File: config.mk
export PLATFORM = sky130hd
export DESIGN_NAME = zbus_fifo
export DESIGN_NICKNAME = d
export VERILOG_FILES = /design/src/rtl/zbus_fifo.sv
export SDC_FILE = /design/constraint.sdc
export NUM_CORES = 1
export LEC_CHECK = 0
export CAP_MARGIN = 20
export CORE_ASPECT_RATIO = 0.8
export CORE_MARGIN = 2
export CORE_UTILIZATION = 40
export DETAILED_ROUTE_END_ITERATION = 16
export SLEW_MARGIN = 20
export SYNTH_ARGS = -nofsm -noshare
export SYNTH_HDL_FRONTEND = slang
export SYNTH_SLANG_ARGS = --single-unit
File: constraint.sdc
create_clock -name z_clk -period 3.2 [get_ports z_clk]
set_input_delay 0.64 -clock z_clk [delete_from_list [all_inputs] [get_ports z_clk]]
set_output_delay 0.64 -clock z_clk [all_outputs]
set_load 0.02 [all_outputs]
File: src/rtl/zbus_fifo.sv
// Synchronous FIFO for the expectation queue; a written entry is readable
// from the following cycle only (no write-to-read bypass).
module zbus_fifo #(
    parameter int W = 8,
    parameter int LN = 4,
    localparam int LNL = $clog2(LN)
) (
    input  logic           z_clk,
    input  logic           z_rst,
    input  logic           wr,
    input  logic [W-1:0]   wdata,
    input  logic           rd,
    output logic [W-1:0]   rdata,
    output logic           full,
    output logic           empty,
    output logic [LNL:0]   count
);

    logic [W-1:0]   mem_q [LN];
    logic [W-1:0]   mem_d [LN];
    logic [LNL-1:0] wr_ptr_q, wr_ptr_d;
    logic [LNL-1:0] rd_ptr_q, rd_ptr_d;
    logic [LNL:0]   count_q, count_d;
    logic           do_wr, do_rd;

    assign full  = (count_q == (LNL+1)'(LN));
    assign empty = (count_q == '0);
    assign count = count_q;
    assign rdata = mem_q[rd_ptr_q];
    assign do_wr = wr && !full;
    assign do_rd = rd && !empty;

    // Pointers wrap naturally because LN is a power of two.
    always_comb begin
        mem_d    = mem_q;
        wr_ptr_d = wr_ptr_q;
        rd_ptr_d = rd_ptr_q;
        if (do_wr) begin
            mem_d[wr_ptr_q] = wdata;
            wr_ptr_d        = wr_ptr_q + LNL'(1);
        end
        if (do_rd) begin
            rd_ptr_d = rd_ptr_q + LNL'(1);
        end
        count_d = count_q + (LNL+1)'(do_wr) - (LNL+1)'(do_rd);
    end

    always_ff @(posedge z_clk or posedge z_rst) begin
        if (z_rst) begin
            mem_q    <= '{default: '0};
            wr_ptr_q <= '0;
            rd_ptr_q <= '0;
            count_q  <= '0;
        end else begin
            mem_q    <= mem_d;
            wr_ptr_q <= wr_ptr_d;
            rd_ptr_q <= rd_ptr_d;
            count_q  <= count_d;
        end
    end

endmodule

==> qor.yml <==
max_stage_delay_ps: 690
dp.cells: 193
fin_area_um2: 2210
wl_per_cell_um: 15.7
routed_via_density: 5.00
synth_area_leaders: "dfrtp_1 55%, mux2_2 21%, mux4_2 10%, ha_1 4.2%, xnor2_1 1.5%"
reg2reg_from: "count[1]"
dp_slack_ps: 356
ctsHoldBuffers: 0
drc_errors: 0
synth_cell_type_count: 16
cts-root-buf: "clkbuf_8"
syn-instance-count: 113
cts.htree.levels: 2
ff2ff_setup_slack_ps: 890
relSlewSlack_pct: 63.7
start_util_pct: 42.1
rr_endpoint: "count[2]"
clkPwrFrac_pct: 16.6
nets: 162
postCtsSetupRepairBufs: 0
place_area_um2: 2090
critPathLaunchType: "flip-flop"
seq_power_share_pct: 37.9
multiInputGateArea_um2: 771
postSynthRegisterBits: 39
path_max_fanout: 9
antenna_left: 0
required_ps: 2560
register_area_um2: 976
power_leakage_uw: 0.000924
grt_pass1_wl_um: 5380
setup-violations-final: 0
clk_pin_slew_worst_paths_ps: 70
rr_worst_depth: 8
track_usage_pct: 14.4
grt-ovfl-total: 0
critPathKind: "flip-flop to output port"
drt_iter0_drc: 34
status: "finished clean"
synth_top_area_cell: "dfrtp_1"
power_per_cell_area_nw_per_um2: 1140
syn-num-nets: 132
cts_buffer_depth: 2
synth_top_cell_area_share_pct: 54.9
worstHoldEndpoint: "mem_q[17]"
drive_above_1_share_pct: 38.9
grt_max_degree: 40
rows: 21
finClkSkew_ps: 7.20
synth_warnings: 0
worstHoldStart: "mem_q[17]"
hold_path.class: "flip-flop to flip-flop"
period_needed_ps: 2760
io_pins: 25
dieWidth_um: 78.6
finalWirelength_um: 3150
maxCapViolations: 0
num_vias: 1004
max_freq_mhz: 362
post_cts_resize_count: 0
drv_slew: 0
avgSynthCellArea_um2: 15.7
numClockSinks: 39
ys_seq_area_share_pct: 54.9
grt_pass1_vias: 1098
syn_area_um2: 1780
cp_cell_sequence: "mux4_2 > clkdlybuf4s50_1"
fillers: 351
intPower_uw: 1680
pwr-share-comb_pct: 45.5
numCtsBuffers: 5
p_switching_uw: 823
arrival_ps: 2120
cp-end-kind: "output port"
gp_congestion: 0.738
synthToLayoutAreaGrowth_pct: 24.0
timing.final.crit_share_pct: 86.2
worst_pin_slew_ps: 544
final_cell_count_no_fill: 201
switching_share_pct: 32.8
fp.dieH_um: 63.7
rsz0062_at_grt: "false"
hold_depth: 1
vdd_drop_max_mv: 0.546
die_area_um2: 5000
tritoncts: "done"
setup_ws_ps: 441
insertion_delay_ps: 280
antenna_found_initial: 0
finalHoldViolations: 0
n_antenna_cell: 0
cp_slowest_cell: "dfrtp_1"
firstDrtPassIters: 2
setup_tns_ps: 0
dpl.hpwl_um: 2150
port_buffers: 24
core_um2: 4230
[per-layer routing]
layer / global-route usage (%) / up-vias / wire length, µm
li1: - / 459 / -
met1: 18.7 / 528 / 1480
met2: 23.4 / 15 / 1540
met3: 4.44 / 2 / 117
met4: 4.17 / 0 / 13
met5: 0 / - / 0
[state kept, by name, indices dropped and copies added (netlist names)]
register,flops
count,3
wr_ptr_q,2
rd_ptr_q,2
mem_q,32
[Yosys cell counts (all sizes together)]
cell type,instances
xor2,2
or2b,1
inv,6
xnor2,3
nor2b,1
ha,6
nor3b,1
dfrtp,39
nor2,4
nand3b,1
nand2,4
mux4,8
mux2,33
nor3,1
fa,1
buf,2
[how the worst max path moves through the flow]
stage                startpoint        to  slack [ps]
floorplan              count[1]  count[2]         660
global placement             wr  count[2]         420
detailed placement           wr  count[2]         360
CTS                 rd_ptr_q[1]  rdata[2]         400
global route        rd_ptr_q[1]  rdata[0]         330
finish              rd_ptr_q[1]  rdata[2]         440
[layout make-up]
class	count	share of cell area, %
Tap cell	57	3.23
Inverter	6	1.02
Clock inverter	2	1.59
Sequential cell	39	44.2
Multi-Input combinational cell	66	34.9
Timing Repair Buffer	25	11.2
Clock buffer	6	3.74
[kinds of logic after synthesis]
kind of cell / after synthesis / synth area share (%)
DFF: 39 / 54.9
buffers and inverters: 8 / 1.83
xor gates and xnor gates: 5 / 2.46
muxes: 41 / 31.0
and+or+nand+nor: 13 / 4.50
adders and majority gates: 7 / 5.34
[power by group through the flow]
stage          registers (µW)  logic (µW)  clock network [µW]
2_1_floorplan             883         821                   0
3_3_place_gp              947        1130                   0
3_5_place_dp              966        1160                   0
4_1_cts                   957        1160                 430
5_1_grt                   994        1230                 455
6_report                  950        1140                 416
[cells in the final DEF, fill, tap and decap left out, types with 2 or more instances in the layout]
cell type and n:
clkbuf_8 6, xor2_1 2, xnor2_1 3, mux4_2 8
nor2_2 4, nand2_1 4, clkdlybuf4s50_1 24, inv_1 6
ha_1 6, dfrtp_1 39, mux2_2 33
[critical path: cells and delay by family, from the launching register on]
family	cells	cell delay [ps]
buf+inv	1	550
flops	1	690
mux	1	590
[through the flow]
stage                     hold WS (ps)  total power, µW  util, %
after floorplan                    475             1700        -
after global placement             484             2080     49.4
after detailed placement           492             2130     49.4
after CTS                          509             2550     52.1
after global routing               532             2680     52.1
final                              502             2510     52.1
No activity file was read; power rests on OpenSTA's default activity.
